## config.mk

```make
export PLATFORM = sky130hd
export DESIGN_NAME = axil_req_arbiter_flat
export DESIGN_NICKNAME = d
export VERILOG_FILES = /design/src/rtl/axil_pkg.sv /design/src/rtl/axil_req_arbiter_if.sv /design/src/rtl/axil_rr_arb.sv /design/src/rtl/axil_req_arbiter.sv /design/src/flat_wrapper.sv
export SDC_FILE = /design/constraint.sdc
export NUM_CORES = 1
export LEC_CHECK = 0
export BUFFER_PORTS_ARGS = -buffer_cell sky130_fd_sc_hd__buf_2
export CAP_MARGIN = 10
export CORE_ASPECT_RATIO = 1.25
export CORE_MARGIN = 3
export CORE_UTILIZATION = 41
export CTS_CLUSTER_SIZE = 16
export DETAILED_ROUTE_END_ITERATION = 8
export PLACE_DENSITY_LB_ADDON = 0.05
export SLEW_MARGIN = 25
export SYNTH_ARGS = -nofsm -noshare
export SYNTH_HDL_FRONTEND = slang
export SYNTH_SLANG_ARGS = --single-unit
```

## constraint.sdc

```tcl
create_clock -name AXI_ACLK -period 1.48 [get_ports AXI_ACLK]
set_input_delay 0.222 -clock AXI_ACLK [delete_from_list [all_inputs] [get_ports AXI_ACLK]]
set_output_delay 0.222 -clock AXI_ACLK [all_outputs]
set_load 0.03 [all_outputs]
```

## src/rtl/axil_pkg.sv

```systemverilog
// Shared types and constants for the two-requester AXI-Lite request arbiter.
package axil_pkg;

   typedef enum logic [2:0] {
      IDLE       = 3'd0,
      WRITE_AW_W = 3'd1,
      WRITE_B    = 3'd2,
      READ_AR    = 3'd3,
      READ_R     = 3'd4
   } axil_state_t;

   localparam logic [1:0] OKAY   = 2'b00;
   localparam logic [1:0] SLVERR = 2'b10;

   localparam int unsigned MAX_WAIT = 5;

   // Requester index of a one-hot grant (two requesters).
   function automatic logic gnt_idx(input logic [1:0] gnt);
      return gnt[1];
   endfunction

endpackage

```

## src/rtl/axil_req_arbiter_if.sv

```systemverilog
// Requester-side and AXI-Lite master-side signals of the arbiter, bundled.
interface axil_req_arbiter_if #(
   parameter int DW = 32,
   parameter int AW = 8
);
   logic [1:0]      REQ_VALID;
   logic [1:0]      REQ_WRITE;
   logic [2*AW-1:0] REQ_ADDR;
   logic [2*DW-1:0] REQ_WDATA;
   logic [1:0]      REQ_READY;
   logic [1:0]      RSP_VALID;
   logic [DW-1:0]   RSP_RDATA;
   logic [1:0]      RSP_RESP;

   logic [AW-1:0]   AXI_AWADDR;
   logic            AXI_AWVALID;
   logic            AXI_AWREADY;
   logic [DW-1:0]   AXI_WDATA;
   logic            AXI_WVALID;
   logic            AXI_WREADY;
   logic [1:0]      AXI_BRESP;
   logic            AXI_BVALID;
   logic            AXI_BREADY;
   logic [AW-1:0]   AXI_ARADDR;
   logic            AXI_ARVALID;
   logic            AXI_ARREADY;
   logic [DW-1:0]   AXI_RDATA;
   logic            AXI_RVALID;
   logic            AXI_RREADY;

   modport master (
      input  REQ_VALID, REQ_WRITE, REQ_ADDR, REQ_WDATA,
      input  AXI_AWREADY, AXI_WREADY, AXI_BRESP, AXI_BVALID,
      input  AXI_ARREADY, AXI_RDATA, AXI_RVALID,
      output REQ_READY, RSP_VALID, RSP_RDATA, RSP_RESP,
      output AXI_AWADDR, AXI_AWVALID, AXI_WDATA, AXI_WVALID, AXI_BREADY,
      output AXI_ARADDR, AXI_ARVALID, AXI_RREADY
   );

   modport slave (
      output REQ_VALID, REQ_WRITE, REQ_ADDR, REQ_WDATA,
      output AXI_AWREADY, AXI_WREADY, AXI_BRESP, AXI_BVALID,
      output AXI_ARREADY, AXI_RDATA, AXI_RVALID,
      input  REQ_READY, RSP_VALID, RSP_RDATA, RSP_RESP,
      input  AXI_AWADDR, AXI_AWVALID, AXI_WDATA, AXI_WVALID, AXI_BREADY,
      input  AXI_ARADDR, AXI_ARVALID, AXI_RREADY
   );

   modport monitor (
      input REQ_VALID, REQ_WRITE, REQ_ADDR, REQ_WDATA,
      input REQ_READY, RSP_VALID, RSP_RDATA, RSP_RESP,
      input AXI_AWADDR, AXI_AWVALID, AXI_AWREADY, AXI_WDATA, AXI_WVALID, AXI_WREADY,
      input AXI_BRESP, AXI_BVALID, AXI_BREADY,
      input AXI_ARADDR, AXI_ARVALID, AXI_ARREADY, AXI_RDATA, AXI_RVALID, AXI_RREADY
   );
endinterface

```

## src/rtl/axil_rr_arb.sv

```systemverilog
// Two-way round-robin grant: a lone request always wins, prio breaks ties.
module axil_rr_arb (
   input  logic [1:0] req,
   input  logic       prio,
   output logic [1:0] gnt
);
   // Grant decode.
   always_comb begin
      gnt[0] = req[0] & (~req[1] | ~prio);
      gnt[1] = req[1] & (~req[0] |  prio);
   end
endmodule

```

## src/rtl/axil_req_arbiter.sv

```systemverilog
// Arbitrates two requesters onto one AXI-Lite master, one transaction at a time.
module axil_req_arbiter
   import axil_pkg::*;
#(
   parameter int C_AXI_DATA_WIDTH = 32,
   parameter int C_AXI_ADDR_WIDTH = 8
) (
   input logic AXI_ACLK,
   input logic AXI_ARESETN,
   axil_req_arbiter_if.master bus
);
   localparam int DW = C_AXI_DATA_WIDTH;
   localparam int AW = C_AXI_ADDR_WIDTH;

   axil_state_t   state_q, state_d;
   logic          prio_q;
   logic [1:0]    owner_q;
   logic [1:0]    req_s, gnt_s;
   logic          sel_s, wr_s;
   logic [AW-1:0] addr_s;
   logic [DW-1:0] wdata_s;
   logic          awvalid_q, wvalid_q, arvalid_q;
   logic [AW-1:0] awaddr_q, araddr_q;
   logic [DW-1:0] wdata_q, rsp_rdata_q;
   logic [1:0]    rsp_resp_q, rsp_valid_q;

   // Requests are only seen while idle, so other requesters wait out a transaction.
   always_comb begin
      if ((state_q == IDLE) && AXI_ARESETN) begin
         req_s = bus.REQ_VALID;
      end else begin
         req_s = 2'b00;
      end
      sel_s   = gnt_idx(gnt_s);
      wr_s    = bus.REQ_WRITE[sel_s];
      addr_s  = bus.REQ_ADDR[(sel_s ? AW : 0) +: AW];
      wdata_s = bus.REQ_WDATA[(sel_s ? DW : 0) +: DW];
   end

   axil_rr_arb u_rr_arb (
      .req  (req_s),
      .prio (prio_q),
      .gnt  (gnt_s)
   );

   // State register.
   always_ff @(posedge AXI_ACLK) begin
      if (!AXI_ARESETN) begin
         state_q <= IDLE;
      end else begin
         state_q <= state_d;
      end
   end

   // Next-state logic.
   always_comb begin
      state_d = state_q;
      case (state_q)
         IDLE: begin
            if (gnt_s == 2'b00) state_d = IDLE;
            else if (wr_s)      state_d = WRITE_AW_W;
            else                state_d = READ_AR;
         end
         WRITE_AW_W: begin
            if ((!awvalid_q || bus.AXI_AWREADY) && (!wvalid_q || bus.AXI_WREADY)) state_d = WRITE_B;
            else state_d = WRITE_AW_W;
         end
         WRITE_B: begin
            if (bus.AXI_BVALID) state_d = IDLE;
            else                state_d = WRITE_B;
         end
         READ_AR: begin
            if (bus.AXI_ARREADY) state_d = READ_R;
            else                 state_d = READ_AR;
         end
         READ_R: begin
            if (bus.AXI_RVALID) state_d = IDLE;
            else                state_d = READ_R;
         end
         default: state_d = IDLE;
      endcase
   end

   // Output decode: every AXI VALID and payload comes straight from a register.
   always_comb begin
      bus.REQ_READY   = gnt_s;
      bus.RSP_VALID   = rsp_valid_q;
      bus.RSP_RDATA   = rsp_rdata_q;
      bus.RSP_RESP    = rsp_resp_q;
      bus.AXI_AWADDR  = awaddr_q;
      bus.AXI_AWVALID = awvalid_q;
      bus.AXI_WDATA   = wdata_q;
      bus.AXI_WVALID  = wvalid_q;
      bus.AXI_BREADY  = (state_q == WRITE_B);
      bus.AXI_ARADDR  = araddr_q;
      bus.AXI_ARVALID = arvalid_q;
      bus.AXI_RREADY  = (state_q == READ_R);
   end

   // Transaction datapath: latch on grant, drop each VALID after its handshake, capture response.
   always_ff @(posedge AXI_ACLK) begin
      if (!AXI_ARESETN) begin
         prio_q      <= 1'b0;
         owner_q     <= 2'b00;
         awvalid_q   <= 1'b0;
         wvalid_q    <= 1'b0;
         arvalid_q   <= 1'b0;
         awaddr_q    <= {AW{1'b0}};
         araddr_q    <= {AW{1'b0}};
         wdata_q     <= {DW{1'b0}};
         rsp_rdata_q <= {DW{1'b0}};
         rsp_resp_q  <= 2'b00;
         rsp_valid_q <= 2'b00;
      end else begin
         rsp_valid_q <= 2'b00;
         case (state_q)
            IDLE: begin
               if (gnt_s != 2'b00) begin
                  prio_q  <= gnt_s[0];
                  owner_q <= gnt_s;
                  if (wr_s) begin
                     awaddr_q  <= addr_s;
                     wdata_q   <= wdata_s;
                     awvalid_q <= 1'b1;
                     wvalid_q  <= 1'b1;
                  end else begin
                     araddr_q  <= addr_s;
                     arvalid_q <= 1'b1;
                  end
               end
            end
            WRITE_AW_W: begin
               if (bus.AXI_AWREADY) awvalid_q <= 1'b0;
               if (bus.AXI_WREADY)  wvalid_q  <= 1'b0;
            end
            WRITE_B: begin
               if (bus.AXI_BVALID) begin
                  rsp_resp_q  <= bus.AXI_BRESP;
                  rsp_valid_q <= owner_q;
               end
            end
            READ_AR: begin
               if (bus.AXI_ARREADY) arvalid_q <= 1'b0;
            end
            READ_R: begin
               if (bus.AXI_RVALID) begin
                  rsp_rdata_q <= bus.AXI_RDATA;
                  rsp_resp_q  <= OKAY;
                  rsp_valid_q <= owner_q;
               end
            end
            default: rsp_valid_q <= 2'b00;
         endcase
      end
   end
endmodule
```

## src/flat_wrapper.sv

```systemverilog
// flat-port wrapper written by rule: the top's interface ports become plain ports
module axil_req_arbiter_flat import axil_pkg::*;
#(
   parameter int C_AXI_DATA_WIDTH = 32,
   parameter int C_AXI_ADDR_WIDTH = 8
)
  (AXI_ACLK, AXI_ARESETN, bus_REQ_VALID, bus_REQ_WRITE, bus_REQ_ADDR, bus_REQ_WDATA, bus_AXI_AWREADY, bus_AXI_WREADY, bus_AXI_BRESP, bus_AXI_BVALID, bus_AXI_ARREADY, bus_AXI_RDATA, bus_AXI_RVALID, bus_REQ_READY, bus_RSP_VALID, bus_RSP_RDATA, bus_RSP_RESP, bus_AXI_AWADDR, bus_AXI_AWVALID, bus_AXI_WDATA, bus_AXI_WVALID, bus_AXI_BREADY, bus_AXI_ARADDR, bus_AXI_ARVALID, bus_AXI_RREADY);
  axil_req_arbiter_if bus_i ();
  input logic AXI_ACLK;
  input logic AXI_ARESETN;
  input wire logic [$bits(bus_i.REQ_VALID)-1:0] bus_REQ_VALID;
  input wire logic [$bits(bus_i.REQ_WRITE)-1:0] bus_REQ_WRITE;
  input wire logic [$bits(bus_i.REQ_ADDR)-1:0] bus_REQ_ADDR;
  input wire logic [$bits(bus_i.REQ_WDATA)-1:0] bus_REQ_WDATA;
  input wire logic [$bits(bus_i.AXI_AWREADY)-1:0] bus_AXI_AWREADY;
  input wire logic [$bits(bus_i.AXI_WREADY)-1:0] bus_AXI_WREADY;
  input wire logic [$bits(bus_i.AXI_BRESP)-1:0] bus_AXI_BRESP;
  input wire logic [$bits(bus_i.AXI_BVALID)-1:0] bus_AXI_BVALID;
  input wire logic [$bits(bus_i.AXI_ARREADY)-1:0] bus_AXI_ARREADY;
  input wire logic [$bits(bus_i.AXI_RDATA)-1:0] bus_AXI_RDATA;
  input wire logic [$bits(bus_i.AXI_RVALID)-1:0] bus_AXI_RVALID;
  output wire logic [$bits(bus_i.REQ_READY)-1:0] bus_REQ_READY;
  output wire logic [$bits(bus_i.RSP_VALID)-1:0] bus_RSP_VALID;
  output wire logic [$bits(bus_i.RSP_RDATA)-1:0] bus_RSP_RDATA;
  output wire logic [$bits(bus_i.RSP_RESP)-1:0] bus_RSP_RESP;
  output wire logic [$bits(bus_i.AXI_AWADDR)-1:0] bus_AXI_AWADDR;
  output wire logic [$bits(bus_i.AXI_AWVALID)-1:0] bus_AXI_AWVALID;
  output wire logic [$bits(bus_i.AXI_WDATA)-1:0] bus_AXI_WDATA;
  output wire logic [$bits(bus_i.AXI_WVALID)-1:0] bus_AXI_WVALID;
  output wire logic [$bits(bus_i.AXI_BREADY)-1:0] bus_AXI_BREADY;
  output wire logic [$bits(bus_i.AXI_ARADDR)-1:0] bus_AXI_ARADDR;
  output wire logic [$bits(bus_i.AXI_ARVALID)-1:0] bus_AXI_ARVALID;
  output wire logic [$bits(bus_i.AXI_RREADY)-1:0] bus_AXI_RREADY;
  assign bus_i.REQ_VALID = bus_REQ_VALID;
  assign bus_i.REQ_WRITE = bus_REQ_WRITE;
  assign bus_i.REQ_ADDR = bus_REQ_ADDR;
  assign bus_i.REQ_WDATA = bus_REQ_WDATA;
  assign bus_i.AXI_AWREADY = bus_AXI_AWREADY;
  assign bus_i.AXI_WREADY = bus_AXI_WREADY;
  assign bus_i.AXI_BRESP = bus_AXI_BRESP;
  assign bus_i.AXI_BVALID = bus_AXI_BVALID;
  assign bus_i.AXI_ARREADY = bus_AXI_ARREADY;
  assign bus_i.AXI_RDATA = bus_AXI_RDATA;
  assign bus_i.AXI_RVALID = bus_AXI_RVALID;
  assign bus_REQ_READY = bus_i.REQ_READY;
  assign bus_RSP_VALID = bus_i.RSP_VALID;
  assign bus_RSP_RDATA = bus_i.RSP_RDATA;
  assign bus_RSP_RESP = bus_i.RSP_RESP;
  assign bus_AXI_AWADDR = bus_i.AXI_AWADDR;
  assign bus_AXI_AWVALID = bus_i.AXI_AWVALID;
  assign bus_AXI_WDATA = bus_i.AXI_WDATA;
  assign bus_AXI_WVALID = bus_i.AXI_WVALID;
  assign bus_AXI_BREADY = bus_i.AXI_BREADY;
  assign bus_AXI_ARADDR = bus_i.AXI_ARADDR;
  assign bus_AXI_ARVALID = bus_i.AXI_ARVALID;
  assign bus_AXI_RREADY = bus_i.AXI_RREADY;
  axil_req_arbiter #(.C_AXI_DATA_WIDTH(C_AXI_DATA_WIDTH), .C_AXI_ADDR_WIDTH(C_AXI_ADDR_WIDTH)) u_core (.AXI_ACLK(AXI_ACLK), .AXI_ARESETN(AXI_ARESETN), .bus(bus_i));
endmodule
```

==> impl_metrics.json, run 1 <==
{
  "grt_pass1_wl_um": 21020,
  "pin_count": 216,
  "yosys_warnings": 0,
  "dr.pass1.iters": 4,
  "antenna_found_initial": 0,
  "wirelength_um": 15210,
  "antennaDiodeCount": 0,
  "combPwrFrac": 0.329,
  "crit_arrival_ns": 1.99,
  "cp_slowest_cell": "dfxtp_2",
  "power_leakage_nw": 3.379,
  "r2r_end": "u_core.bus.RSP_RDATA[19]",
  "synth_flop_cell": "dfxtp_1",
  "nFillCells": 694,
  "dr_wl_met3_um": 955,
  "grt-ovfl-total": 0,
  "grt_usage": 0.2342,
  "critPathKind": "reg -> reg",
  "critPathMostFrequentCell": "buf_4",
  "synthArstFlopShare": 0,
  "timing.rr.start": "u_core.state_q[1]",
  "drive_gt1_frac": 0.6703,
  "end_kind": "register",
  "fin_worst_skew_ns": 0.005635,
  "netlist_area_sq_um": 4153,
  "rows": 40,
  "worstRegToRegCells": 8,
  "violations": "setup timing",
  "crit_required_ns": 1.75,
  "max_freq_mhz": 579.6,
  "hold_path.class": "in -> reg",
  "syn_inst": 478,
  "grt_pass1_vias": 4304,
  "synth.most_common_cell": "nand2_1",
  "drc": 0,
  "cp_top_family": "simple AND/OR/NAND/NOR gates",
  "cts_tree": "done",
  "gp_congestion": 0.8006,
  "clockBufferDepth": 2,
  "worst_slew_pin_slew_ns": 0.3972,
  "cts.sinks": 92,
  "p_sw_frac": 0.3098,
  "p_sw_mw": 2.538,
  "crit_path_end": "u_core.bus.RSP_RDATA[19]",
  "fp.dieH_um": 118.5,
  "ant_nets": 0,
  "rsz0062_at_grt": "yes",
  "port_buffers": 215,
  "critPathMaxFanout": 8,
  "p_per_area_nw_per_um2": 1121,
  "top_layer": "met4",
  "synth_top_area_cell": "dfxtp_1",
  "mappedNetlistNets": 603,
  "ys_ff_latch": 92,
  "routed-wl-met2_um": 8401,
  "yosysSeqAreaShare": 0.4435,
  "vdd_drop_max_mv": 0.6550,
  "r2r_slack_ns": -0.25,
  "holdBufCountCts": 0,
  "synth_common_cells": "161 x nand2_1, 92 x dfxtp_1, 86 x a21oi_1",
  "path_depth": 8,
  "die_x_um": 96.02,
  "core_area_sq_um": 9759,
  "final.period_utilization": 1.166,
  "path_cells": "buf_4, buf_6, buf_4, nor3b_4, and2_4, clkbuf_16, nand2_1, a21oi_1",
  "path_buf_inv": 4,
  "fin_util": 0.7488,
  "wl_met1_um": 5627,
  "layout_min_cycle_time_ns": 1.725,
  "synth_edf_count": 0,
  "area_delta_synth_final_pct": 75.99,
  "vias_per_cell": 5.284,
  "dieArea_sq_um": 11380,
  "pre_cts_ws_ns": -0.08016,
  "startpoint_type": "register",
  "seq_power_share": 0.342,
  "grt_max_degree": 43,
  "report.final.slew_viol_count": 0,
  "finalSetupViolCount": 85,
  "syn_area_per_cell_sq_um": 8.688,
  "place.detailed.hpwl_um": 9093,
  "critPathMaxStageDelay_ns": 0.34,
  "report.final.hold_viol_count": 0,
  "wire_per_inst_um": 17.50,
  "maxCapViolCount": 0,
  "holdPathStages": 3,
  "ys_top_cells_by_area": "dfxtp_1 44%, nand2_1 15%, a311oi_2 14%",
  "h-tree-depth": 3,
  "cts_buffers": 9,
  "fin_ws_ns": -0.2453,
  "start_util": 0.4255,
  "drt_iter0_drc": 142,
  "status": "complete, but fails checks",
  "internal_power_mw": 5.653,
  "num-nets-final": 863,
  "cts_root_buffer": "clkbuf_16",
  "clockPowerShare": 0.328,
  "synth.distinct_cells": 32,
  "crit_start": "u_core.state_q[1]",
  "yosysTopAreaCellShare": 0.4435,
  "vias": 4592,
  "worstSkewPairLatency_ns": 0.34,
  "relSlewSlack": 0.7352,
  "clkTransAtPathRegs_ns": 0.06
}
-- registers in the layout, indices dropped and copies added, names as in the netlist --
name,flops
u_core.bus.AXI_ARADDR,8
u_core.bus.AXI_ARVALID,1
u_core.bus.AXI_AWADDR,8
u_core.bus.AXI_AWVALID,1
u_core.bus.AXI_WDATA,32
u_core.bus.AXI_WVALID,1
u_core.bus.RSP_RDATA,32
u_core.bus.RSP_RESP,2
u_core.bus.RSP_VALID,2
u_core.owner_q,2
u_core.state_q,3
-- worst reg2reg max path, stage by stage (launching register included) --
cell and delay (ns):
dfxtp_2 0.34, buf_4 0.13, buf_6 0.12, buf_4 0.13
nor3b_4 0.25, and2_4 0.28, clkbuf_16 0.22, nand2_1 0.08
a21oi_1 0.11
-- metrics by stage --
stage               TNS, ns  total power [mW]  hold WS (ns)  std cells  area [sq um]
floorplan           -0.9624             4.109        0.3382        478          4359
global placement    -0.6647             4.797        0.4368        813          5746
detailed placement   -1.215             4.831        0.4437        813          5746
CTS                  -9.954             8.085        0.1123        856          6731
global route         -19.23             8.476        0.1246        869          7308
finish               -11.92             8.191        0.1220        869          7308
-- power groups by stage --
stage	registers, mW	clock network [mW]	logic, mW
2_1_floorplan	3.19	0	0.924
3_3_place_gp	2.83	0	1.97
3_5_place_dp	2.83	0	2.00
4_1_cts	2.79	2.72	2.57
5_1_grt	2.83	2.80	2.85
6_report	2.80	2.69	2.70
-- routing by layer --
metal  global-route usage  vias to the layer above
met4              0.07740                        0
met1               0.2690                     2182
met2               0.4212                      176
met5                    0                        -
met3              0.04583                       21
li1                     -                     2213
-- cell usage in the layout, fill, tap and decap left out, drive strengths merged, types with 4 or more instances in the layout --
master  Yosys  layout
a311oi     49      49
buf        18     286
inv         5       4
nand3       5       5
nand2     161     161
a21oi      86      86
dfxtp      92      92
mux2i       8       8
clkbuf     25      18
-- final cells by class --
cell class,count,area [sq um],share of cell area
inverter,6,31.28,0.004280
tap,126,157.7,0.02157
sequential,92,1849,0.2530
clock inverter,4,95.09,0.01301
clock buffer,12,256.5,0.03510
multi-input combinational,337,2698,0.3691
timing repair buffer,292,2221,0.3039
-- how the worst min path moves through the flow --
stage | from | end
after global placement | u_core.bus.RSP_RESP[1] | u_core.bus.RSP_RESP[1]
after global routing | bus_AXI_RDATA[21] | u_core.bus.RSP_RDATA[21]
after CTS | bus_AXI_RDATA[13] | u_core.bus.RSP_RDATA[13]
after floorplan | AXI_ARESETN | u_core.state_q[0]
final | bus_AXI_RDATA[21] | u_core.bus.RSP_RDATA[21]
after detailed placement | u_core.bus.RSP_RESP[0] | u_core.bus.RSP_RESP[0]
-- cells by family (layout without fill, tap and decap cells) --
logic type	count (synthesis)	in the layout	share of synthesized area
compound gates	145	145	0.2895
buf+inv	49	314	0.06267
flops	92	92	0.4435
mux	8	8	0.01928
simple gates	184	184	0.1850
-- repair_timing --
| action | CTS | global route |
|---|---|---|
| gates cloned | 8 | 7 |
| setup buffers | 20 | 8 |
| resized for setup | 69 | 103 |
| pin swaps | 20 | 40 |
| endpoints found under the setup margin | 46 | 88 |
(Power assumes the default switching activity.)
==> run 2, diff against run 1 <==
Settings changed: REMOVE_ABC_BUFFERS from default to 1.
==> run 2 against run 1 <==
Against the previous run: the run still ends with setup timing left; worst hold slack got worse by 0.0049 ns; final cell count fell by 1.3%; global-route usage fell by 0.92 points; sequential power barely moved; power fell by 11%; largest power group unchanged; highest routed layer unchanged.
==> impl_metrics.json, run 2 (synthesis gave the netlist of run 1 again) <==
{
  "p_sw_frac": 0.3236,
  "grt_pass1_wl_um": 20360,
  "clkTransAtPathRegs_ns": 0.07,
  "end_kind": "output pin",
  "crit_arrival_ns": 1.44,
  "stdcell_area_sq_um": 6992,
  "port_buffers": 215,
  "die_x_um": 96.02,
  "hold_path.class": "in -> reg",
  "h-tree-depth": 3,
  "multi_input_area_sq_um": 2654,
  "r2r_end": "u_core.bus.AXI_WDATA[11]",
  "worstRegToRegCells": 7,
  "worst_slew_pin_slew_ns": 0.3577,
  "ant_nets": 0,
  "final.period_utilization": 1.121,
  "rsz0062_at_grt": "yes",
  "relSlewSlack": 0.7615,
  "max_freq_mhz": 603.0,
  "seq_area_sq_um": 1852,
  "drive_gt1_frac": 0.6298,
  "grt_pass1_vias": 4197,
  "combPwrFrac": 0.303,
  "cts_buffers": 9,
  "nFillCells": 759,
  "timing.rr.start": "u_core.state_q[0]",
  "p_sw_mw": 2.351,
  "clockBufferDepth": 2,
  "wire_per_inst_um": 17.09,
  "wirelength_um": 14660,
  "report.final.slew_viol_count": 0,
  "layout_common_cells": "212 x buf_2, 93 x nand2_1, 88 x dfxtp_1",
  "dr.pass1.iters": 4,
  "vias_per_cell": 5.288,
  "cts.sinks": 92,
  "drc": 0,
  "place_area_sq_um": 5594,
  "startpoint_type": "register",
  "violations": "setup timing",
  "gp_congestion": 0.8173,
  "rows": 40,
  "antenna_found_initial": 0,
  "clockPowerShare": 0.313,
  "p_per_area_nw_per_um2": 1039,
  "maxCapViolCount": 0,
  "fin_util": 0.7164,
  "fp.dieH_um": 118.5,
  "crit_required_ns": 1.26,
  "holdBufCountCts": 0,
  "dieArea_sq_um": 11380,
  "critPathMaxFanout": 2,
  "fin_ws_ns": -0.1784,
  "holdPathStages": 3,
  "drt_iter0_drc": 124,
  "core_area_sq_um": 9759,
  "antennaDiodeCount": 0,
  "critPathKind": "reg -> out",
  "cts_tree": "done",
  "grt_max_degree": 33,
  "place.detailed.hpwl_um": 9295,
  "layout_commonest_cell": "buf_2",
  "grt_usage": 0.2251,
  "start_util": 0.4255,
  "vias": 4537,
  "fin_worst_skew_ns": 0.005513,
  "internal_power_mw": 4.914,
  "worstSkewPairLatency_ns": 0.34,
  "finalSetupViolCount": 76,
  "min_to": "u_core.bus.RSP_RDATA[13]",
  "grt-ovfl-total": 0,
  "pin_count": 216,
  "report.final.hold_viol_count": 0,
  "num-nets-final": 852,
  "seq_power_share": 0.384,
  "vdd_drop_max_mv": 0.6831,
  "power_leakage_nw": 3.194,
  "min_from": "bus_AXI_RDATA[13]",
  "layout_min_cycle_time_ns": 1.658,
  "r2r_slack_ns": -0.12,
  "area_delta_synth_final_pct": 68.36,
  "status": "complete, but fails checks",
  "cts_root_buffer": "clkbuf_16"
}
[run 2: how the worst max path moves through the flow]
stage / start / endpoint / slack [ns] / cells after the start
finish: u_core.state_q[0] / bus_REQ_READY[1] / -0.18 / 5
global route: u_core.state_q[2] / bus_REQ_READY[1] / -0.27 / 5
global placement: u_core.state_q[0] / u_core.bus.AXI_WDATA[24] / -0.008 / 6
detailed placement: u_core.state_q[0] / u_core.bus.AXI_WDATA[7] / -0.07 / 6
CTS: u_core.state_q[0] / bus_REQ_READY[1] / -0.22 / 5
floorplan: u_core.state_q[0] / u_core.bus.AXI_AWADDR[0] / -2.90 / 3
[run 2: power by group through the flow]
stage	Combinational [mW]	Sequential, mW	Clock, mW
2_1_floorplan	0.770	3.20	0
3_3_place_gp	1.90	2.83	0
3_5_place_dp	1.92	2.83	0
4_1_cts	2.05	2.78	2.31
5_1_grt	2.35	2.81	2.42
6_report	2.20	2.79	2.27
[run 2: repair_timing]
action	CTS	global route
pin swaps	13	86
endpoints found under the setup margin	66	85
gates resized for setup	41	158
buffers inserted	10	9
gates cloned	4	7
[run 2: through the flow]
step,instances,setup TNS (ns),power [mW],setup slack [ns],hold WS (ns)
floorplan,435,-139.73,3.965,-2.897,0.3382
global placement,814,-0.06727,4.734,-0.007904,0.4307
detailed placement,814,-1.337,4.757,-0.07151,0.4431
CTS,843,-5.275,7.148,-0.2159,0.1063
global route,858,-12.03,7.584,-0.2661,0.1127
finish,858,-6.225,7.265,-0.1784,0.1171
[run 2: critical path, stage by stage, from the launching register on]
cell	delay, ns
dfxtp_4	0.35
nor4b_4	0.31
nand3_2	0.15
clkinv_4	0.08
buf_12	0.10
buf_8	0.11
[run 2: area by class of cell]
cell class                 count  area share
clock buffer                  10     0.03275
multi-input combinational    337      0.3796
inverter                       6    0.004116
sequential                    92      0.2649
clock inverter                 6    0.009306
timing repair buffer         281      0.2869
tap                          126     0.02255
[run 2: routing by layer]
layer	up-vias	global-route usage	wire, um
met2	192	0.3892	7563
met3	24	0.05983	1114
met5	-	0	0
met4	0	0.07651	274
li1	2188	-	-
met1	2133	0.2618	5706
==> run 3, diff against run 2 <==
Settings changed: CORE_ASPECT_RATIO 1.25 to 0.6.
==> run 3 against run 2 <==
Against the previous run: the run still ends with setup timing left; register-to-register slack worse by 0.05 ns; final area down 0.97%; die area is 0.28% higher; first-iteration DRC count rose by 92%; non-clock buffer count did not move; worst setup slack worse by 0.013 ns; combinational power up 6%; sequential cell count unchanged; critical path type unchanged; global-route usage increased by 1.1 points.
==> impl_metrics.json, run 3 (synthesis gave the netlist of run 1 again) <==
{
  "drt_iter0_drc": 238,
  "core_area_sq_um": 9493,
  "worst_slew_pin_slew_ns": 0.3072,
  "grt_max_degree": 33,
  "status": "complete, but fails checks",
  "cts.sinks": 92,
  "place.detailed.hpwl_um": 10000,
  "stdcell_count": 862,
  "clkTransAtPathRegs_ns": 0.07,
  "antenna_found_initial": 0,
  "cts_tree": "done",
  "dr.pass1.iters": 5,
  "crit_required_ns": 1.26,
  "grt_pass1_wl_um": 21690,
  "area_delta_synth_final_pct": 66.74,
  "rows": 27,
  "vias": 4585,
  "combPwrFrac": 0.302,
  "port_buffers": 215,
  "cts_root_buffer": "clkbuf_16",
  "fin_worst_skew_ns": 0.005945,
  "fin_tns_setup_ns": -7.094,
  "holdBufCountCts": 0,
  "worstSkewPairLatency_ns": 0.34,
  "p_per_area_nw_per_um2": 1116,
  "hold_path.class": "in -> reg",
  "fp.dieH_um": 83.96,
  "drive_gt1_frac": 0.6011,
  "clockPowerShare": 0.336,
  "report.final.slew_viol_count": 0,
  "maxCapViolCount": 0,
  "max_freq_mhz": 598.4,
  "antennaDiodeCount": 0,
  "report.final.hold_viol_count": 0,
  "internal_power_mw": 5.280,
  "start_util": 0.4375,
  "drc": 0,
  "layout_common_cells": "211 x buf_2, 112 x nand2_1, 88 x dfxtp_1",
  "ant_nets": 0,
  "startpoint_type": "register",
  "place_inst": 811,
  "fin_util": 0.7294,
  "wire_per_inst_um": 18.59,
  "whs_ns": 0.1159,
  "fin_total_pwr_mw": 7.725,
  "layout_min_cycle_time_ns": 1.671,
  "violations": "setup timing",
  "grt_usage": 0.2362,
  "seq_power_share": 0.362,
  "final.period_utilization": 1.129,
  "h-tree-depth": 3,
  "grt-ovfl-total": 0,
  "power_leakage_nw": 3.218,
  "p_sw_mw": 2.445,
  "dieArea_sq_um": 11410,
  "finalSetupViolCount": 82,
  "wirelength_um": 16030,
  "critPathMaxFanout": 2,
  "cts_buffers": 9,
  "p_sw_frac": 0.3165,
  "grt_pass1_vias": 4193,
  "pin_count": 216,
  "num-nets-final": 852,
  "layout_commonest_cell": "buf_2",
  "crit_arrival_ns": 1.45,
  "fin_ws_ns": -0.1911,
  "relSlewSlack": 0.7946,
  "vdd_drop_max_mv": 0.7781,
  "gp_congestion": 0.7901,
  "critPathKind": "reg -> out",
  "clockBufferDepth": 2,
  "end_kind": "output pin",
  "vias_per_cell": 5.319,
  "die_x_um": 135.9,
  "rsz0062_at_grt": "yes"
}
[run 3: cell count changes in the layout (fill, tap and decap cells not counted), moves of 3 or more]
cell / delta
nand2_1: +19
buf_6: +4
buf_16: -3
buf_4: -3
nand2_4: -19
clkbuf_16: +4
clkbuf_8: +3
[run 3: metal layers]
metal | GRT usage | part of all wire | vias up | wire length [um]
li1 | - | - | 2183 | -
met1 | 0.2996 | 0.44 | 2183 | 7004
met2 | 0.3890 | 0.45 | 201 | 7198
met3 | 0.08072 | 0.10 | 18 | 1637
met4 | 0.05306 | 0.012 | 0 | 185
met5 | 0 | 0 | - | 0
[run 3: repair_timing]
item                                    in CTS  in global routing
endpoints found under the setup margin      76                 85
gates resized for setup                     31                140
setup buffers                               10                 13
pin swaps                                    4                 59
cloned                                       1                 14
[run 3: power groups by stage]
stage | Clock, mW | Sequential, mW | Combinational (mW)
floorplan | 0 | 3.20 | 0.770
global placement | 0 | 2.83 | 1.87
detailed placement | 0 | 2.83 | 1.90
CTS | 2.63 | 2.79 | 1.99
global route | 2.76 | 2.82 | 2.48
finish | 2.60 | 2.79 | 2.34
[run 3: per-stage QoR]
step                setup WS, ns  cell area [sq um]
floorplan                 -2.897               3916
global placement        -0.03859               5522
detailed placement       -0.1157               5522
CTS                      -0.2389               6041
global route             -0.2453               6924
finish                   -0.1911               6924
[run 3: worst paths after layout]
check | startpoint | endpoint | slack [ns] | cells past startpoint
max | u_core.state_q[2] | bus_REQ_READY[1] | -0.19 | 5
min | bus_AXI_RDATA[18] | u_core.bus.RSP_RDATA[18] | 0.12 | 3
max reg2reg | u_core.state_q[2] | u_core.bus.AXI_AWADDR[2] | -0.17 | 8
min reg2reg | u_core.bus.RSP_RDATA[28] | u_core.bus.RSP_RDATA[28] | 0.45 | 2
[run 3: layout make-up]
| class | count | area, sq um |
|---|---|---|
| inverters | 6 | 31.28 |
| clock inverters | 3 | 67.56 |
| fillers | 726 | 2569 |
| flip-flops and latches | 92 | 1852 |
| multi-input cells | 337 | 2522 |
| clock buffers | 13 | 270.3 |
| repair buffers | 281 | 2018 |
| well taps | 130 | 162.7 |
[run 3: critical path: stages, from the launching register on]
cell and delay [ns]:
dfxtp_2 0.34, nor4b_4 0.30, nand3_2 0.16, clkinv_4 0.10, buf_12 0.10, buf_8 0.11
